$ cat src/rtl/sd_pkg.sv
// sd_pkg: shared definitions for the SD command engine.
//   - response-type encodings of Command[1:0]
//   - engine state enum
//   - CRC7 polynomial (x^7 + x^3 + 1)
//   - cmd_t: the Command register fields the engine actually uses
package sd_pkg;

    localparam logic [1:0] RESP_NONE = 2'b00;
    localparam logic [1:0] RESP_136  = 2'b01;
    localparam logic [1:0] RESP_48   = 2'b10;
    localparam logic [1:0] RESP_48B  = 2'b11;   // busy variant, handled as 48-bit

    localparam logic [6:0] CRC7_POLY = 7'h09;

    typedef enum logic [2:0] {
        ST_IDLE,
        ST_TX,
        ST_WAIT,
        ST_RX,
        ST_DONE
    } state_t;

    typedef struct packed {
        logic [5:0] index;
        logic       idx_chk;
        logic       crc_chk;
        logic [1:0] rtype;
    } cmd_t;

    function automatic cmd_t decode_cmd(input logic [15:0] c);
        cmd_t d;
        d.index   = c[13:8];
        d.idx_chk = c[4];
        d.crc_chk = c[3];
        d.rtype   = c[1:0];
        return d;
    endfunction

endpackage

$ cat src/rtl/sd_crc7.sv
// sd_crc7: bit-serial CRC7 (x^7 + x^3 + 1), MSB first, initial value 0.
//   clk, reset_n : clock / async active-low reset
//   clear        : synchronous clear to 0 (wins over enable)
//   enable       : fold bit_in into the CRC this cycle
//   bit_in       : serial data bit
//   crc          : current CRC value
module sd_crc7
    import sd_pkg::*;
(
    input  logic       clk,
    input  logic       reset_n,
    input  logic       clear,
    input  logic       enable,
    input  logic       bit_in,
    output logic [6:0] crc
);

    logic fb;
    assign fb = bit_in ^ crc[6];

    always_ff @(posedge clk or negedge reset_n) begin
        if (!reset_n)    crc <= '0;
        else if (clear)  crc <= '0;
        else if (enable) crc <= {crc[5:0], 1'b0} ^ (fb ? CRC7_POLY : 7'h00);
    end

endmodule

$ cat src/rtl/sd_cmd_engine.sv
// sd_cmd_engine: serialises one 48-bit SD command token on CMD and optionally
// captures a 48- or 136-bit response.
//   clk, reset_n        : SD clock / async active-low reset
//   start               : one-cycle request, honoured only in IDLE
//   command, argument   : Command / Argument register values, latched on start
//   cmd_out, cmd_oe     : registered CMD line drive value / output enable
//   cmd_in              : CMD line sampled value
//   busy, done          : not-IDLE flag / one-cycle completion pulse
//   timeout_err, crc_err, index_err : held until the next accepted start
//   response            : captured payload, updated only by a completed RX
module sd_cmd_engine
    import sd_pkg::*;
#(
    parameter int unsigned timeout_cycles = 64
)
(
    input  logic         clk,
    input  logic         reset_n,
    input  logic         start,
    input  logic [15:0]  command,
    input  logic [31:0]  argument,
    output logic         cmd_out,
    output logic         cmd_oe,
    input  logic         cmd_in,
    output logic         busy,
    output logic         done,
    output logic         timeout_err,
    output logic         crc_err,
    output logic         index_err,
    output logic [127:0] response
);

    localparam int WW = $clog2(timeout_cycles + 1);

    state_t         state, state_nx;
    cmd_t           cmd_q;
    logic [7:0]     bit_cnt;
    logic [WW-1:0]  wait_cnt;
    logic [39:0]    tx_sr;      // remaining token bits 46..8, left aligned
    logic [135:0]   rx_sr;
    logic [6:0]     crc_val;
    logic [7:0]     rx_len;
    logic           crc_clr, crc_en, crc_bit;

    // Command bits the engine has no use for, and response header bits that
    // are never reported, are folded here so their non-use is explicit.
    logic unused_bits;
    assign unused_bits = ^{command[15:14], command[7:5], command[2], rx_sr[135:128]};

    assign rx_len = (cmd_q.rtype == RESP_136) ? 8'd136 : 8'd48;

    // The start bit of both token and response is 0, and folding a 0 into a
    // zero CRC leaves it zero, so clearing through the start-bit cycle is
    // equivalent to including it.
    assign crc_clr = (state == ST_IDLE) || (state == ST_WAIT && !cmd_in);
    assign crc_en  = (state == ST_TX || state == ST_RX) && bit_cnt != 8'd0 && bit_cnt < 8'd40;
    assign crc_bit = (state == ST_TX) ? tx_sr[39] : cmd_in;

    sd_crc7 u_crc (
        .clk    (clk),
        .reset_n(reset_n),
        .clear  (crc_clr),
        .enable (crc_en),
        .bit_in (crc_bit),
        .crc    (crc_val)
    );

    always_ff @(posedge clk or negedge reset_n) begin
        if (!reset_n) state <= ST_IDLE;
        else          state <= state_nx;
    end

    always_comb begin
        state_nx = state;
        busy     = (state != ST_IDLE);
        done     = (state == ST_DONE);
        case (state)
            ST_IDLE: if (start) state_nx = ST_TX;
            ST_TX:   if (bit_cnt == 8'd48)
                         state_nx = (cmd_q.rtype == RESP_NONE) ? ST_DONE : ST_WAIT;
            ST_WAIT: if (!cmd_in) state_nx = ST_RX;
                     else if (wait_cnt == WW'(timeout_cycles - 1)) state_nx = ST_DONE;
            ST_RX:   if (bit_cnt == rx_len) state_nx = ST_DONE;
            ST_DONE: state_nx = ST_IDLE;
            default: state_nx = ST_IDLE;
        endcase
    end

    // bit_cnt counts token bits already driven (TX) or response bits already
    // sampled (RX); the cycle after the last bit is the exit cycle of both.
    always_ff @(posedge clk or negedge reset_n) begin
        if (!reset_n) begin
            cmd_out     <= 1'b1;
            cmd_oe      <= 1'b0;
            cmd_q       <= '0;
            bit_cnt     <= '0;
            wait_cnt    <= '0;
            tx_sr       <= '0;
            rx_sr       <= '0;
            timeout_err <= 1'b0;
            crc_err     <= 1'b0;
            index_err   <= 1'b0;
            response    <= '0;
        end else begin
            case (state)
                ST_IDLE: if (start) begin
                    cmd_q       <= decode_cmd(command);
                    tx_sr       <= {1'b1, command[13:8], argument, 1'b0};
                    cmd_out     <= 1'b0;        // token bit 47
                    cmd_oe      <= 1'b1;
                    bit_cnt     <= 8'd1;
                    timeout_err <= 1'b0;
                    crc_err     <= 1'b0;
                    index_err   <= 1'b0;
                end
                ST_TX: begin
                    if (bit_cnt == 8'd48) begin
                        cmd_out  <= 1'b1;
                        cmd_oe   <= 1'b0;
                        wait_cnt <= '0;
                    end else begin
                        bit_cnt <= bit_cnt + 8'd1;
                        if (bit_cnt < 8'd40) begin
                            cmd_out <= tx_sr[39];
                            tx_sr   <= {tx_sr[38:0], 1'b0};
                        end else if (bit_cnt < 8'd47) begin
                            cmd_out <= crc_val[3'(8'd46 - bit_cnt)];
                        end else begin
                            cmd_out <= 1'b1;    // end bit
                        end
                    end
                end
                ST_WAIT: begin
                    if (!cmd_in) begin
                        bit_cnt <= 8'd1;
                        rx_sr   <= '0;          // start bit already in place
                    end else if (wait_cnt == WW'(timeout_cycles - 1)) begin
                        timeout_err <= 1'b1;
                    end else begin
                        wait_cnt <= wait_cnt + 1'b1;
                    end
                end
                ST_RX: begin
                    if (bit_cnt == rx_len) begin
                        if (cmd_q.rtype == RESP_136) begin
                            response <= {8'h00, rx_sr[127:8]};
                            crc_err  <= ~rx_sr[0];
                        end else begin
                            response  <= {96'h0, rx_sr[39:8]};
                            crc_err   <= ~rx_sr[0] |
                                         (cmd_q.crc_chk & (rx_sr[7:1] != crc_val));
                            index_err <= cmd_q.idx_chk & (rx_sr[45:40] != cmd_q.index);
                        end
                    end else begin
                        rx_sr   <= {rx_sr[134:0], cmd_in};
                        bit_cnt <= bit_cnt + 8'd1;
                    end
                end
                default: ;
            endcase
        end
    end

endmodule

$ cat config.mk
export PLATFORM = sky130hd
export DESIGN_NAME = sd_cmd_engine
export DESIGN_NICKNAME = d
export VERILOG_FILES = /design/src/rtl/sd_pkg.sv /design/src/rtl/sd_crc7.sv /design/src/rtl/sd_cmd_engine.sv
export SDC_FILE = /design/constraint.sdc
export NUM_CORES = 1
export LEC_CHECK = 0
export BUFFER_PORTS_ARGS = -buffer_cell sky130_fd_sc_hd__buf_2
export CORE_MARGIN = 2
export CORE_UTILIZATION = 52
export CTS_CLUSTER_SIZE = 28
export DETAILED_ROUTE_END_ITERATION = 8
export PLACE_DENSITY = 0.86
export SYNTH_ARGS = -nofsm -noshare
export SYNTH_HDL_FRONTEND = slang
export SYNTH_SLANG_ARGS = --single-unit
$ cat constraint.sdc
create_clock -name clk -period 2.2 [get_ports clk]
set_clock_uncertainty 0.2 [all_clocks]
set_input_delay 0.44 -clock clk [delete_from_list [all_inputs] [get_ports clk]]
set_output_delay 0.44 -clock clk [all_outputs]
set_load 0.03 [all_outputs]
Word-level counts from Yosys, hierarchy flattened
Index checks and enable logic that the tools add are counted.

Register bits: 336. Bits of input ports: 52. Output and inout port bits: 135. Word-level logic and storage cells: 127.

$add $sub $neg: 3. Magnitude comparators: 3. Eq/ne operators: 22. Muxes and demuxes: 48. Bitwise gates (word level): 6. Reduce and logical (&&, ||, !) cells: 29.

Operators by type and width (count): two-way mux 128 bit (2); one-hot mux 128 bit (2 select lines) (1); two-way mux 120 bit (1); two-way mux 40 bit (3); one-hot mux 40 bit (2 select lines) (1); two-way mux 8 bit (5); two-way mux 7 bit (5); one-hot mux 8 bit (4 select lines) (1); AND reduction 4 bit (5); two-way mux 3 bit (6); less-than comparator 8 x 6 -> 1 bit, second input constant (2); inequality test 2 bit, second input constant (8); two-way mux 1 bit (14); one-hot mux 7 bit (2 select lines) (1); one-hot mux 3 bit (4 select lines) (1); nonzero test 2 bit (6); one-hot mux 1 bit (2 select lines) (5); AND reduction 3 bit (3); adder 8 x 1 -> 8 bit, second input constant (1); equality test 8 x 6 -> 1 bit, second input constant (1); equality test 8 bit (1); nonzero test 8 bit (1); adder 7 x 1 -> 7 bit, second input constant (1); equality test 7 x 6 -> 1 bit, second input constant (1); other kinds (26) (35).

Longest topological paths before layout
Depth in word-level cells: 7. Depth in mapped cells: 11.

By module
A second synthesis with hierarchy kept.

Cells, all modules: 1227. Area, all modules: 13819.5 um2.

By module, submodules not included: sd_cmd_engine (instances 1, cells an instance 1199, area an instance 13511.7 um2); sd_crc7 (instances 1, cells an instance 28, area an instance 307.8 um2).

Worst setup path before layout
No wires, ideal clock.

Kind: reg2reg. Start: register bit_cnt[0]. End: register response[10]. Setup time: 125 ps. Arrival time: 2024 ps. Required time: 1875 ps. Slack: -148 ps. Stages on the path, launching flop included: 9. Cells stage by stage: dfrtp_1 -> inv_1 -> ha_1 -> nand2b_4 -> or2_2 -> clkbuf_1 -> nor3_4 -> buf_2 -> mux2_2.

Longest elaborated chain between the ends: 2.

Ends and longest elaborated chain: start: declaration (line sd_cmd_engine.sv:37) `logic [7:0] bit_cnt;`; start signal: assignment (line sd_cmd_engine.sv:122) `bit_cnt <= bit_cnt + 8'd1;`; start signal: assignment (line sd_cmd_engine.sv:156) `bit_cnt <= bit_cnt + 8'd1;`; equality test 8 bit (line sd_cmd_engine.sv:144) `if (bit_cnt == rx_len) begin`; AND reduction 2 bit (no line); end signal: assignment (line sd_cmd_engine.sv:146) `response <= {8'h00, rx_sr[127:8]};`; end signal: assignment (line sd_cmd_engine.sv:149) `response <= {96'h0, rx_sr[39:8]};`; end: declaration (line sd_cmd_engine.sv:30) `output logic [127:0] response`.

No other way between the ends. A chain may end at the register's enable or synchronous reset.

Worst setup path after layout
Start: register bit_cnt[3]. End: register response[3].

The elaborated chain is that of the path after synthesis.

==> metrics <==
Post-synth EDFFs=0; Yosys cell types=60; Hold Crit Depth=3; # setup viols final=89; Yosys warnings=0; Worst Path Required=2.39 ns; Period minus WS final=2.28 ns; clock-pin slew on the worst setup and hold paths=0.07 ns; Placed Instances=1892; r2r worst-path depth=6; failing checks=negative setup slack; HP Class=in2reg; later-pin clock latency in the skew report=0.51 ns; DPL Wire Length=19500 um; DRC Markers=0; synth-to-layout area growth=26.5%; DR vias/cell=5.45; Cell Area, Placed=0.0155 mm^2; CP Launch Type=register; first-pass GRT wire length=50600 um; Post-Route Setup TNS=-2.48 ns; Die W=168 um; DR vias=10900; commonest cells after routing, fill and taps aside=dfrtp_1 (322), nand2_1 (312), o21ai_0 (175), buf_2 (170), nand3_1 (94); vias in the first global route=10200; fin crit share=1.04; final core occ=0.663; clock tree buffer depth=3; pin count of the biggest net entering global routing=127; clk sinks=327; TritonCTS clock tree=built; worst slew pin tran=0.613 ns; Crit path arrival time=2.47 ns; overall die area=0.0282 mm^2; number of DRC markers in iteration 0=954; Top FF cell, synth=dfrtp_1; CTS buffer count=36; die height=168 um; f_max=438 MHz; GRT Total Usage=0.217; FFs w/ async S/R, synth=1.00; status=complete, but fails checks; Reg power frac=0.371; crit path capture type=register; Psw=6.26 mW; drt pass-1 iters=5; FILL cells=1897; Pleak=8.40 nW; initial core utilization=0.525; Core ar.=0.0267 mm^2; Rel. slew slack=0.591; Clock Tree Root=clkbuf_16; share of layout cells above drive strength 1=0.249; Peak VDD IR=0.890 mV; final WL=33300 um; PD cells=1090 mW/mm^2; RSZ-0062 raised after global routing=yes; initial antenna violation count=0; leading cell type in the layout, fill and taps excluded=dfrtp_1; Internal Power=13.0 mW; post-route ant nets=0; Final Non-Filler Cells=2006; Final Cell Area=0.0177 mm^2; Clk network pwr share=0.317; final RePlAce weighted congestion=0.846; Slew Limit Fails=0; Mapped Area=0.0140 mm^2; n_diodes=0; row cnt=60; #FFs+latches synth=327; WS Path Type=reg2reg; Final Hold Vio Count=0; Gate Count Post-Synth=1427; Sw Ratio=0.326; # H-tree levels=2; final worst slack=-0.0819 ns; IO Port Bufs=172; Layout Nets=1696; Max Cap Violations=0; share of total power in combinational logic=0.312; post-DR wirelength/cell=16.6 um; Worst Path Max Fanout=9; # IOs=187; register area share after synthesis=0.585; grt ovf=0; Post-Syn Area per Cell=9.80 um^2
-- worst paths after layout --
kind | startpoint | endpoint | slack [ns]
max in group asynchronous | reset_n | rx_sr[82] | 0.92
max reg2reg | bit_cnt[3] | response[3] | -0.08
min in group asynchronous | reset_n | rx_sr[10] | 0.21
min | argument[13] | tx_sr[14] | 0.03
max | bit_cnt[3] | response[3] | -0.08
min reg2reg | response[36] | response[36] | 0.27
-- worst max-delay path: stages (launching register included) --
cell       delay, ns
dfrtp_1         0.37
nand3b_1        0.21
o32a_4          0.38
nor3_4          0.28
buf_4           0.20
clkbuf_16       0.18
mux2_2          0.33
-- synthesized netlist by cell type, drive strengths merged, types with 3 or more instances --
master / number / area [um^2]
a21o: 6 / 45.0
nand4: 3 / 18.8
nor3: 6 / 41.3
buf: 61 / 370
nand2b: 5 / 38.8
mux2: 43 / 484
clkbuf: 45 / 184
dfrtp: 326 / 8160
nor2: 22 / 82.6
or3: 4 / 25.0
nand3: 94 / 470
o31ai: 3 / 27.5
a21oi: 8 / 40.0
ha: 4 / 50.1
a31oi: 7 / 43.8
nor4: 3 / 18.8
inv: 93 / 349
and3: 11 / 70.1
or2: 3 / 18.8
xor2: 13 / 114
mux2i: 43 / 430
xnor2: 7 / 61.3
nand2: 324 / 1220
o21ai: 262 / 1320
-- layer usage --
metal,track usage,up-vias,wire length [um]
li1,-,5165,-
met2,0.371,372,16700
met1,0.292,5336,14000
met3,0.0362,68,1790
met4,0.0556,0,830
met5,0,-,0
-- layout make-up --
class | count | area (um^2) | share of cell area
sequential | 327 | 8190 | 0.463
timing repair buffer | 274 | 2310 | 0.131
multi-input combinational | 908 | 5210 | 0.295
tap | 341 | 427 | 0.0241
clock buffer | 52 | 1030 | 0.0584
clock inverter | 11 | 158 | 0.00892
inverter | 93 | 349 | 0.0197
-- power groups by stage --
stage / Clock (mW) / Sequential (mW) / Combinational (mW)
detailed placement: 0 / 7.24 / 4.79
floorplan: 0 / 7.12 / 3.50
global placement: 0 / 7.19 / 4.61
finish: 6.10 / 7.13 / 5.99
CTS: 6.17 / 7.13 / 5.01
global route: 6.43 / 7.20 / 6.56
-- stage by stage --
step / power [mW] / hold WS (ns) / setup slack, ns
2_1_floorplan: 10.6 / -0.0556 / -0.0282
3_3_place_gp: 11.8 / 0.139 / 0.00378
3_5_place_dp: 12.0 / 0.135 / -0.0328
4_1_cts: 18.3 / 0.0178 / -0.0476
5_1_grt: 20.2 / 0.0329 / -0.155
6_report: 19.2 / 0.0333 / -0.0819
-- kinds of logic (layout without fill, tap and decap cells) --
logic type,count (synthesis),after routing,synth area share
adder cells (fa/ha/maj),4,4,0.00358
other,1,8,0.000268
flip-flops,327,327,0.585
multiplexers,87,87,0.0670
AND/OR/NAND/NOR,485,485,0.149
XOR/XNOR,20,20,0.0125
buffers and inverters,199,430,0.0646
AO/OA/AOI/OAI,304,304,0.117
-- repair_timing --
item,4_1_cts,5_1_grt
gates cloned,1,21
pin swaps,0,14
hold buffers,11,0
hold endpoints to repair,284,0
gates resized for setup,16,104
setup endpoints to repair,108,268
buffers inserted,4,15
-- flip-flops by register name, summed over array words and instances, names as in the netlist --
register and cells:
tx_sr 39, cmd_oe 1, u_crc.crc 7, crc_err 1, cmd_q 10, rx_sr 128, cmd_out 1, wait_cnt 7
state 3, timeout_err 1, response 120, bit_cnt 8, index_err 1
(Power assumes the default switching activity.)
